File: config.mk
export PLATFORM = sky130hd
export DESIGN_NAME = hamming_uart_rx
export DESIGN_NICKNAME = d
export VERILOG_FILES = /design/src/rtl/hamming_uart_rx_pkg.sv /design/src/rtl/hamming_uart_rx_seven_seg_mux.sv /design/src/rtl/hamming_uart_rx.sv
export SDC_FILE = /design/constraint.sdc
export NUM_CORES = 1
export LEC_CHECK = 0
export CORE_AREA = 3 3 96 98
export CTS_BUF_LIST = sky130_fd_sc_hd__clkbuf_2 sky130_fd_sc_hd__clkbuf_4 sky130_fd_sc_hd__clkbuf_8
export DETAILED_ROUTE_END_ITERATION = 12
export DIE_AREA = 0 0 99 101
export GPL_ROUTABILITY_DRIVEN = 1
export PLACE_DENSITY = 0.67
export SLEW_MARGIN = 10
export SYNTH_ARGS = -nofsm -noshare
export SYNTH_HDL_FRONTEND = slang
export SYNTH_SLANG_ARGS = --single-unit
File: constraint.sdc
create_clock -name clk -period 3.7 [get_ports clk]
set_input_delay 0.555 -clock clk [delete_from_list [all_inputs] [get_ports clk]]
set_output_delay 0.555 -clock clk [all_outputs]
set_load 0.05 [all_outputs]
File: src/rtl/hamming_uart_rx_pkg.sv
// Shared definitions for the Hamming-coded UART link: default line timing,
// receiver state encoding, byte bit positions and the 7-segment cathode table.
package hamming_uart_rx_pkg;

    localparam int CLK_SPEED_DEFAULT    = 100_000_000;
    localparam int BAUD_RATE_DEFAULT    = 115_200;
    localparam int REFRESH_BITS_DEFAULT = 20;

    // Receiver FSM states, in frame order.
    typedef enum logic [2:0] {
        ST_IDLE,
        ST_START,
        ST_DATA,
        ST_STOP,
        ST_DECODE
    } rx_state_t;

    // Bit positions inside the coded byte {p5,d3,d2,d1,p4,d0,p2,p1}.
    localparam int POS_P1 = 0;
    localparam int POS_P2 = 1;
    localparam int POS_D0 = 2;
    localparam int POS_P4 = 3;
    localparam int POS_D1 = 4;
    localparam int POS_D2 = 5;
    localparam int POS_D3 = 6;
    localparam int POS_P5 = 7;

    // Result of one SECDED decode.
    typedef struct packed {
        logic [3:0] data;
        logic [2:0] syndrome;
        logic       err_single;
        logic       err_double;
    } decode_t;

    // Active-low cathode patterns {g,f,e,d,c,b,a}.
    localparam logic [6:0] SEG_BLANK = 7'b1111111;
    localparam logic [6:0] SEG_ZERO  = 7'b1000000;

    // Decimal digit to active-low cathodes; anything above 9 is blanked.
    function automatic logic [6:0] seg_decode(input logic [3:0] digit);
        logic [6:0] pattern;
        case (digit)
            4'd0:    pattern = 7'b1000000;
            4'd1:    pattern = 7'b1111001;
            4'd2:    pattern = 7'b0100100;
            4'd3:    pattern = 7'b0110000;
            4'd4:    pattern = 7'b0011001;
            4'd5:    pattern = 7'b0010010;
            4'd6:    pattern = 7'b0000010;
            4'd7:    pattern = 7'b1111000;
            4'd8:    pattern = 7'b0000000;
            4'd9:    pattern = 7'b0010000;
            default: pattern = SEG_BLANK;
        endcase
        return pattern;
    endfunction

endpackage

File: src/rtl/hamming_uart_rx_seven_seg_mux.sv
// Time-multiplexed 4-digit 7-segment driver. The two left digits stay blank;
// the two right digits show a 0-15 value as tens and ones.
module seven_seg_mux
    import hamming_uart_rx_pkg::*;
#(
    parameter int REFRESH_BITS = REFRESH_BITS_DEFAULT
) (
    input  logic       clk,
    input  logic       rst,
    input  logic [3:0] value,
    output logic [6:0] seg,
    output logic [3:0] an
);

    logic [REFRESH_BITS-1:0] refresh_ctr;
    logic [1:0]              sel;
    logic [3:0]              tens;
    logic [3:0]              ones;
    logic [6:0]              seg_next;
    logic [3:0]              an_next;

    // Free-running refresh counter; its top two bits pick the digit.
    always_ff @(posedge clk or posedge rst) begin
        // NOTE: clocked state uses non-blocking assignments so every flop
        // samples pre-edge values regardless of statement order.
        if (rst) refresh_ctr <= '0;
        else     refresh_ctr <= refresh_ctr + 1'b1;
    end

    assign sel = refresh_ctr[REFRESH_BITS-1 -: 2];

    // Split the value into decimal digits and choose anode/cathodes.
    always_comb begin
        // NOTE: every output of this block gets a default first, so no path
        // leaves a signal unassigned and no latch is inferred.
        tens     = 4'd0;
        ones     = value;
        an_next  = 4'b0111;
        seg_next = SEG_BLANK;
        if (value >= 4'd10) begin
            tens = 4'd1;
            ones = value - 4'd10;
        end
        case (sel)
            2'd0: begin
                an_next  = 4'b0111;
                seg_next = SEG_BLANK;
            end
            2'd1: begin
                an_next  = 4'b1011;
                seg_next = SEG_BLANK;
            end
            2'd2: begin
                an_next  = 4'b1101;
                seg_next = seg_decode(tens);
            end
            default: begin
                an_next  = 4'b1110;
                seg_next = seg_decode(ones);
            end
        endcase
    end

    // Register anode and cathodes together so they switch on the same edge.
    always_ff @(posedge clk or posedge rst) begin
        if (rst) begin
            an  <= 4'b0111;
            seg <= SEG_ZERO;
        end else begin
            an  <= an_next;
            seg <= seg_next;
        end
    end

endmodule

File: src/rtl/hamming_uart_rx.sv
// UART 8N1 receiver with Hamming(8,4) SECDED decode. One coded nibble per
// frame; single-bit errors are corrected, double-bit errors are flagged, and
// the corrected value is shown in decimal on the 7-segment display.
module hamming_uart_rx
    import hamming_uart_rx_pkg::*;
#(
    parameter int CLK_SPEED    = CLK_SPEED_DEFAULT,
    parameter int BAUD_RATE    = BAUD_RATE_DEFAULT,
    parameter int REFRESH_BITS = REFRESH_BITS_DEFAULT
) (
    input  logic       clk,
    input  logic       rst,
    input  logic       rx,
    output logic [3:0] num_out,
    output logic [7:0] raw_byte,
    output logic [2:0] syndrome,
    output logic       valid,
    output logic       err_single,
    output logic       err_double,
    output logic       frame_err,
    output logic [6:0] seg2,
    output logic [3:0] an2
);

    localparam int CLK_CYCLES = CLK_SPEED / BAUD_RATE;
    localparam int CTR_W      = $clog2(CLK_CYCLES);

    localparam logic [CTR_W-1:0] FULL_LAST = CTR_W'(CLK_CYCLES - 1);
    localparam logic [CTR_W-1:0] HALF_LAST = CTR_W'(CLK_CYCLES / 2 - 1);

    rx_state_t        state;
    rx_state_t        next_state;
    logic [1:0]       rx_sync;
    logic             rx_s;
    logic             rx_prev;
    logic [CTR_W-1:0] clk_ctr;
    logic [2:0]       bit_idx;
    logic [7:0]       shreg;

    logic             ctr_clear;
    logic             ctr_inc;
    logic             idx_clear;
    logic             shift_en;
    logic             frame_err_next;
    logic             decode_en;

    logic             s1;
    logic             s2;
    logic             s4;
    logic             parity;
    logic [2:0]       flip_pos;
    logic [7:0]       corrected;
    decode_t          dec;

    // Two-flop synchronizer for the asynchronous line, plus one more flop of
    // history for start-edge detection. All idle high so reset is not an edge.
    always_ff @(posedge clk or posedge rst) begin
        if (rst) begin
            rx_sync <= 2'b11;
            rx_prev <= 1'b1;
        end else begin
            rx_sync <= {rx_sync[0], rx};
            rx_prev <= rx_s;
        end
    end

    assign rx_s = rx_sync[1];

    // FSM state register.
    always_ff @(posedge clk or posedge rst) begin
        if (rst) state <= ST_IDLE;
        else     state <= next_state;
    end

    // Next-state and datapath control for one frame.
    always_comb begin
        next_state     = state;
        ctr_clear      = 1'b0;
        ctr_inc        = 1'b0;
        idx_clear      = 1'b0;
        shift_en       = 1'b0;
        frame_err_next = 1'b0;
        decode_en      = 1'b0;
        case (state)
            ST_IDLE: begin
                ctr_clear = 1'b1;
                if (rx_prev && !rx_s) next_state = ST_START;
            end
            ST_START: begin
                // Mid start bit: a high line means the edge was a glitch.
                if (clk_ctr == HALF_LAST) begin
                    ctr_clear = 1'b1;
                    if (rx_s) begin
                        next_state = ST_IDLE;
                    end else begin
                        idx_clear  = 1'b1;
                        next_state = ST_DATA;
                    end
                end else begin
                    ctr_inc = 1'b1;
                end
            end
            ST_DATA: begin
                if (clk_ctr == FULL_LAST) begin
                    ctr_clear = 1'b1;
                    shift_en  = 1'b1;
                    if (bit_idx == 3'd7) next_state = ST_STOP;
                end else begin
                    ctr_inc = 1'b1;
                end
            end
            ST_STOP: begin
                if (clk_ctr == FULL_LAST) begin
                    ctr_clear = 1'b1;
                    if (rx_s) begin
                        next_state = ST_DECODE;
                    end else begin
                        frame_err_next = 1'b1;
                        next_state     = ST_IDLE;
                    end
                end else begin
                    ctr_inc = 1'b1;
                end
            end
            ST_DECODE: begin
                decode_en  = 1'b1;
                next_state = ST_IDLE;
            end
            default: begin
                next_state = ST_IDLE;
            end
        endcase
    end

    // Bit-period counter, bit index and LSB-first shift register.
    always_ff @(posedge clk or posedge rst) begin
        if (rst) begin
            clk_ctr <= '0;
            bit_idx <= 3'd0;
            shreg   <= 8'h00;
        end else begin
            if (ctr_clear)    clk_ctr <= '0;
            else if (ctr_inc) clk_ctr <= clk_ctr + CTR_W'(1);

            if (idx_clear)     bit_idx <= 3'd0;
            else if (shift_en) bit_idx <= bit_idx + 3'd1;

            if (shift_en) shreg[bit_idx] <= rx_s;
        end
    end

    // SECDED decode of the captured byte.
    always_comb begin
        s1 = shreg[POS_P1] ^ shreg[POS_D0] ^ shreg[POS_D1] ^ shreg[POS_D3];
        s2 = shreg[POS_P2] ^ shreg[POS_D0] ^ shreg[POS_D2] ^ shreg[POS_D3];
        s4 = shreg[POS_P4] ^ shreg[POS_D1] ^ shreg[POS_D2] ^ shreg[POS_D3];
        parity   = ^shreg;
        flip_pos = {s4, s2, s1} - 3'd1;
        corrected = shreg;
        // Odd overall parity with a non-zero syndrome points at the bad bit;
        // a zero syndrome with odd parity means only p5 was hit.
        if (parity && ({s4, s2, s1} != 3'd0)) begin
            corrected = shreg ^ (8'b0000_0001 << flip_pos);
        end
        dec.syndrome   = {s4, s2, s1};
        dec.err_single = parity;
        dec.err_double = !parity && ({s4, s2, s1} != 3'd0);
        dec.data       = {corrected[POS_D3], corrected[POS_D2],
                          corrected[POS_D1], corrected[POS_D0]};
    end

    // Output registers: results and flags change only on a good frame.
    always_ff @(posedge clk or posedge rst) begin
        if (rst) begin
            num_out    <= 4'd0;
            raw_byte   <= 8'h00;
            syndrome   <= 3'd0;
            err_single <= 1'b0;
            err_double <= 1'b0;
            valid      <= 1'b0;
            frame_err  <= 1'b0;
        end else begin
            valid     <= decode_en;
            frame_err <= frame_err_next;
            if (decode_en) begin
                num_out    <= dec.data;
                raw_byte   <= shreg;
                syndrome   <= dec.syndrome;
                err_single <= dec.err_single;
                err_double <= dec.err_double;
            end
        end
    end

    seven_seg_mux #(
        .REFRESH_BITS(REFRESH_BITS)
    ) u_display (
        .clk  (clk),
        .rst  (rst),
        .value(num_out),
        .seg  (seg2),
        .an   (an2)
    );

endmodule

==> results by group <==
Status
  – Outcome: finished clean

Power
  – Sw frac: 0.254
  – VDD IR max: 256 uV
  – Int Pwr: 1.36 mW
  – Switch Pwr: 463 uW
  – Power per Cell Area: 410 nW/um^2
  – Clock share of power: 0.392
  – Pleak: 2.04 nW
  – Combinational Power Share: 0.100
  – Sequential power share: 0.508

Detailed routing
  – Post-route ant nets: 0
  – Total wire length: 6.78 mm
  – Initial drt markers: 102
  – DRC violations left: 0
  – Via density per instance: 5.28
  – First-pass iteration count of the detailed router: 4
  – DR vias: 2726
  – Routed len/inst: 13.1 um

Critical path
  – Critical Path RT: 3.14 ns
  – Crit path kind: reg -> out
  – CP delay by family, top: buffers and inverters
  – Max incr delay on CP: 0.80 ns
  – Crit path launch type: register
  – Crit-path max FO: 1
  – Data arrival time of the worst path: 1.66 ns
  – WP buf/inv: 1
  – Register-to-Register Path Depth: 6
  – Reg2reg start: state[2]
  – RR Endpoint: num_out[0]
  – Cell chain of the critical path: clkdlybuf4s50_1
  – R2R Setup Slk: 1.59 ns
  – CP max stage cell: clkdlybuf4s50_1
  – Crit end category: primary output

Global route
  – Vias in the first global route: 2681
  – Met3 Use GR: 0.0304
  – Met1 usage: 0.181
  – Initial antenna violation count: 0
  – GR Util met2: 0.255
  – Largest net degree at the start of global routing: 36
  – GR Overflow Total: 0
  – GRT Total Usage: 0.150
  – Gr busiest metal: met2
  – First-pass GRT wire length: 12.1 mm

Finish
  – Non-filler cells, final: 516
  – Nets: 416
  – Layout cells sized above 1: 0.125
  – Storage cell area: 1940 um^2
  – Fill cells: 725
  – Layout area overhead: 17.2%
  – Multi-input gate area: 1720 um^2
  – # diodes: 0
  – Finished layout cell area: 4440 um^2

Logic synthesis
  – Mapped cell area: 3790 um^2
  – Syn avg cell area: 10.3 um^2
  – Synth Register Bits: 77
  – Top post-synthesis cells by area: dfrtp_1 (46%), nand2_1 (5.3%), dfstp_2 (4.9%)
  – Synth cell types: 53
  – Post-synth top flop: dfrtp_1
  – Synth Warn #: 0
  – Synth top area share: 0.462
  – Sequential area share after synthesis: 0.511
  – Cells after synthesis: 369
  – Async SR Flop Fraction: 1.00
  – Post-Syn Nets: 382
  – Cell type with the largest total area after synthesis: dfrtp_1
  – Post-synth EDFFs: 0

Clock tree
  – CTS tree: yes
  – CTS Buffer Depth: 2
  – Hold-fix buffers, CTS: 0
  – Clock root buffer: clkbuf_8
  – Worst-path clk slew: 0.08 ns
  – Postcts setup bufs: 0
  – Worst-Skew Late Latency: 0.34 ns
  – Num CTS Buffers: 9
  – Post-CTS sizing: 0
  – H-tree depth: 3
  – Sink Count: 77

Min path
  – Worst hold start: rx_sync[0]
  – Hold Crit Depth: 0
  – Tightest Hold Check Type: reg -> reg
  – Endpoint, Worst Hold: rx_sync[1]

Placed design
  – Post-DP Area: 4210 um^2
  – Hpwl dp: 4.85 mm
  – RD Place Congestion: 0.824
  – Cells after DPL: 500
  – Port bufs: 32
  – Pre-CTS WS: 1.62 ns

Floorplanning
  – Core Box Area: 8550 um^2
  – Die Y: 101 um
  – # IOs: 33
  – Die W: 99 um
  – Die area: 10000 um^2
  – Starting Density: 0.443
  – Number of core rows: 34

STA
  – Final hold vios: 0
  – Final setup TNS: 0 ns
  – Setup ws final: 1.49 ns
  – Final Skew: 0.00908 ns
  – Max-slew violations: 0
  – Relative slew margins: 0.509
  – FMAX: 452 MHz
  – Tmin final: 2.21 ns
  – RSZ-0062 raised after global routing: false
  – Final period util: 0.598
  – Final setup vio count: 0
  – Least-Margin Pin Slew: 0.737 ns

Job
  – Max cap viols: 0
synthesized netlist by cell type, types with 2 or more instances:
| library cell | n |
|---|---|
| nand3_1 | 16 |
| and4_1 | 3 |
| xnor2_2 | 3 |
| o211ai_1 | 4 |
| o21ai_0 | 14 |
| o21bai_1 | 3 |
| o31ai_1 | 6 |
| nor3_1 | 6 |
| xnor2_1 | 18 |
| nand2_1 | 53 |
| a31o_2 | 2 |
| a21oi_1 | 13 |
| mux2i_1 | 3 |
| and3_1 | 7 |
| xor2_1 | 11 |
| a21o_1 | 5 |
| nor2b_1 | 4 |
| dfstp_2 | 7 |
| nand2b_1 | 2 |
| clkbuf_1 | 9 |
| o21ai_1 | 3 |
| or3_1 | 2 |
| nor3b_2 | 2 |
| nand4_1 | 9 |
| and2_1 | 2 |
| nand3b_1 | 3 |
| or4_1 | 6 |
| nor2_1 | 23 |
| mux2_2 | 7 |
| dfrtp_1 | 70 |
| ha_1 | 10 |
| inv_1 | 21 |
| nor3b_1 | 2 |
per-stage QoR:
| step | utilization | power (mW) | hold slack, ns |
|---|---|---|---|
| floorplan | - | 1.10 | 0.345 |
| global placement | 0.493 | 1.12 | 0.347 |
| detailed placement | 0.493 | 1.12 | 0.348 |
| CTS | 0.519 | 1.85 | 0.360 |
| global route | 0.519 | 1.92 | 0.362 |
| finish | 0.519 | 1.82 | 0.358 |
power by group through the flow:
stage / logic [mW] / clock network [mW] / registers (mW)
floorplan: 0.187 / 0 / 0.909
global placement: 0.179 / 0 / 0.940
detailed placement: 0.184 / 0 / 0.941
CTS: 0.185 / 0.742 / 0.925
global route: 0.208 / 0.776 / 0.935
finish: 0.181 / 0.714 / 0.925
registers in the layout (all words and copies together), names as in the netlist:
name                   flops
err_single                 1
shreg                      8
rx_sync                    2
clk_ctr                   10
valid                      1
u_display.an               4
u_display.refresh_ctr     20
syndrome                   3
u_display.seg              7
state                      3
raw_byte                   8
frame_err                  1
bit_idx                    3
rx_prev                    1
err_double                 1
num_out                    4
how the worst max path moves through the flow:
stage,startpoint,end,slack (ns),cells past startpoint
floorplan,rst,bit_idx[0],1.19,1
global route,state[2],num_out[3],1.27,6
detailed placement,state[2],shreg[2],1.62,5
CTS,u_display.an[1],an2[1],1.45,1
global placement,state[2],num_out[0],1.60,6
finish,u_display.an[1],an2[1],1.49,1
routing by layer:
layer	up-vias	part of all wire
met2	41	0.48
met3	13	0.035
met4	0	0.024
met5	-	0
met1	1330	0.46
li1	1342	-
cell usage in the layout (no fill, tap or decap), types with 5 or more instances in the layout:
cell type / n
dfstp_2: 7
xnor2_1: 18
nand2_1: 53
clkbuf_8: 10
ha_1: 10
and3_1: 7
a21oi_1: 13
o21ai_0: 14
nand3_1: 16
a21o_1: 5
nand4_1: 9
inv_1: 20
dfrtp_1: 70
clkdlybuf4s50_1: 32
mux2_2: 7
nor3_1: 6
xor2_1: 11
o31ai_1: 6
nor2_1: 23
or4_1: 6
kinds of logic after synthesis:
family	count (synthesis)	synth area share
muxes	10	0.0287
buffers and inverters	33	0.0350
and+or+nand+nor	150	0.214
adders and majority gates	10	0.0330
DFF	77	0.511
AOI/OAI and AO/OA	57	0.0987
xor gates and xnor gates	32	0.0799
area by class of cell:
| cell class | instances | share of cell area |
|---|---|---|
| clock inverters | 5 | 0.0189 |
| well taps | 108 | 0.0304 |
| flip-flops and latches | 77 | 0.436 |
| repair buffers | 35 | 0.0772 |
| clock buffers | 11 | 0.0327 |
| inverters | 21 | 0.0177 |
| multi-input cells | 259 | 0.387 |
Power figures use the tool's default switching activity.
==> edit: new RTL, same flow settings <==
Add an input register stage for `rx`, without a reset; this delays it by one clock.
--- a/src/rtl/hamming_uart_rx.sv
+++ b/src/rtl/hamming_uart_rx.sv
@@ -28,6 +28,12 @@
     localparam logic [CTR_W-1:0] FULL_LAST = CTR_W'(CLK_CYCLES - 1);
     localparam logic [CTR_W-1:0] HALF_LAST = CTR_W'(CLK_CYCLES / 2 - 1);
 
+    logic rx_q;
+
+    always_ff @(posedge clk) begin
+        rx_q <= rx;
+    end
+
     rx_state_t        state;
     rx_state_t        next_state;
     logic [1:0]       rx_sync;
@@ -59,7 +65,7 @@
             rx_sync <= 2'b11;
             rx_prev <= 1'b1;
         end else begin
-            rx_sync <= {rx_sync[0], rx};
+            rx_sync <= {rx_sync[0], rx_q};
             rx_prev <= rx_s;
         end
     end
Check against the original RTL: no difference found for any inputs over 10 cycles, from zero or initial values and one cycle with rst high; that may be too few to reach the edited logic, so the function may still have changed.
==> edit against the original RTL <==
- die area did not move
- non-clock buffer count fell by 1
- worst setup slack got worse by 9.1 ps
- design area fell by 2.9%
- routed wire length fell by 8.9%
- sequential share of layout area rose by 1.8 points
- sequential cell count rose by 1
- critical path depth rose by 7
- area after synthesis fell by 3.3%
- critical path type is now flip-flop to flip-flop
Power is not compared: it rests on default switching activity, and its combinational part moved more than twofold at a synthesized area within 25%.
==> edit: results (changes against the original RTL) <==
Global route
  – Met1 Use GR: 17.58% (-0.55 points)
  – Largest net degree at the start of global routing: 78 (+120%)
  – Met2 GRT Util: 21.49% (-4.0 points)
  – Total track usage: 13.56% (-1.5 points)
  – Met3 Usage GRT: 4.567% (+1.5 points)

Yosys
  – Synth cell count leaders: dfrtp_1 (70), nand2_1 (56), nor2_1 (26), xnor2_1 (26), xor2_1 (16)
  – Mapped Nets: 364 (-4.7%)
  – Largest cells by area after synthesis: dfrtp_1 (48%), xnor2_1 (6.2%), nand2_1 (5.7%)
  – Synth async-reset ratio: 98.72% (-1.3 points)
  – Synth Area in XOR/XNOR: 10.04% (+2.0 points)
  – Compound-Gate Fraction of Synth Area: 6.623% (-3.3 points)
  – Synthesized area per cell: 10.44 um^2 (+1.7%)

Drt
  – Initial DRC count: 114 (+12%)
  – Wire length per cell: 12.45 um (-5.2%)
  – Metal2 WL: 2899 um (-11%)
  – Routed met3 length: 272 um (+14%)
  – Post-Route M1 WL: 2934 um (-5.4%)
  – Vias: 2,476 (-9.2%)

Timing
  – Skew final: 11.12 ps (+2.043 ps)
  – Worst Tran Pin Value: 919.5 ps (+182.9 ps)

Hold path
  – Critical hold path startpoint: rx_q$_DFF_P_

Finish
  – Fill cell count: 782 (+7.9%)
  – Fraction of layout cells with a size suffix above 1: 10.57% (-1.9 points)
  – Fin nets: 396 (-4.8%)

Placed design
  – DP Wirelength: 4289 um (-11%)
  – DP Area: 4086 um^2 (-3.0%)

Power and ir drop
  – Sw Ratio: 20.11%

Worst setup path
  – Setup Crit Path Kind: flip-flop to flip-flop
  – Worst Path Arrival: 2450 ps (+790 ps)
  – CP max FO: 5 (+4)

Run status
  – Outcome: complete, no violations
==> edit: cell count changes in the layout (fill, tap and decap cells not counted), sizes merged, moves of 3 or more <==
| cell | unedited run | this run |
|---|---|---|
| a21oi | 14 | 6 |
| inv | 21 | 14 |
| nand2 | 53 | 56 |
| nand3 | 17 | 14 |
| nand4 | 10 | 7 |
| nand4b | 0 | 3 |
| nor2 | 23 | 26 |
| nor4 | 0 | 3 |
| o211ai | 4 | 0 |
| o21ai | 17 | 13 |
| or4 | 6 | 0 |
| xnor2 | 21 | 26 |
| xor2 | 11 | 16 |
==> edit: area by class of cell <==
type,count,area (um^2),area share [%]
clock buffer,12,152.6,3.540
timing repair buffer,34,335.3,7.777
multi-input combinational,246,1608,37.29
sequential,78,1956,45.36
clock inverter,4,72.57,1.683
inverter,14,52.55,1.219
tap,108,135.1,3.134
==> edit: worst paths after layout <==
check                                          endpoint  slack (ps)  cells past startpoint
worst max-delay path             num_out[2]$_DFFE_PP0P_        1480                      8
min in group asynchronous        clk_ctr[5]$_DFFE_PP0P_         820                      3
worst min register to register     rx_sync[0]$_DFF_PP1_         300                      0
worst max register to register   num_out[2]$_DFFE_PP0P_        1480                      8
max in group asynchronous       syndrome[0]$_DFFE_PP0P_        2300                      3
worst min-delay path               rx_sync[0]$_DFF_PP1_         300                      0
==> edit: critical path, stage by stage, from the launching register on <==
cell and delay, ps:
dfrtp_1 450, xnor2_1 370, xor2_1 260, nor2_1 90
ha_1 300, nor2_1 190, and4bb_2 260, xnor2_1 100
o21ai_0 80
==> edit: power by group through the flow <==
stage	Sequential (uW)	Combinational [uW]	Clock (uW)
2_1_floorplan	878	28.8	0
3_3_place_gp	882	34.3	0
3_5_place_dp	883	35.1	0
4_1_cts	866	35.0	727
5_1_grt	867	39.1	764
6_report	867	32.9	702
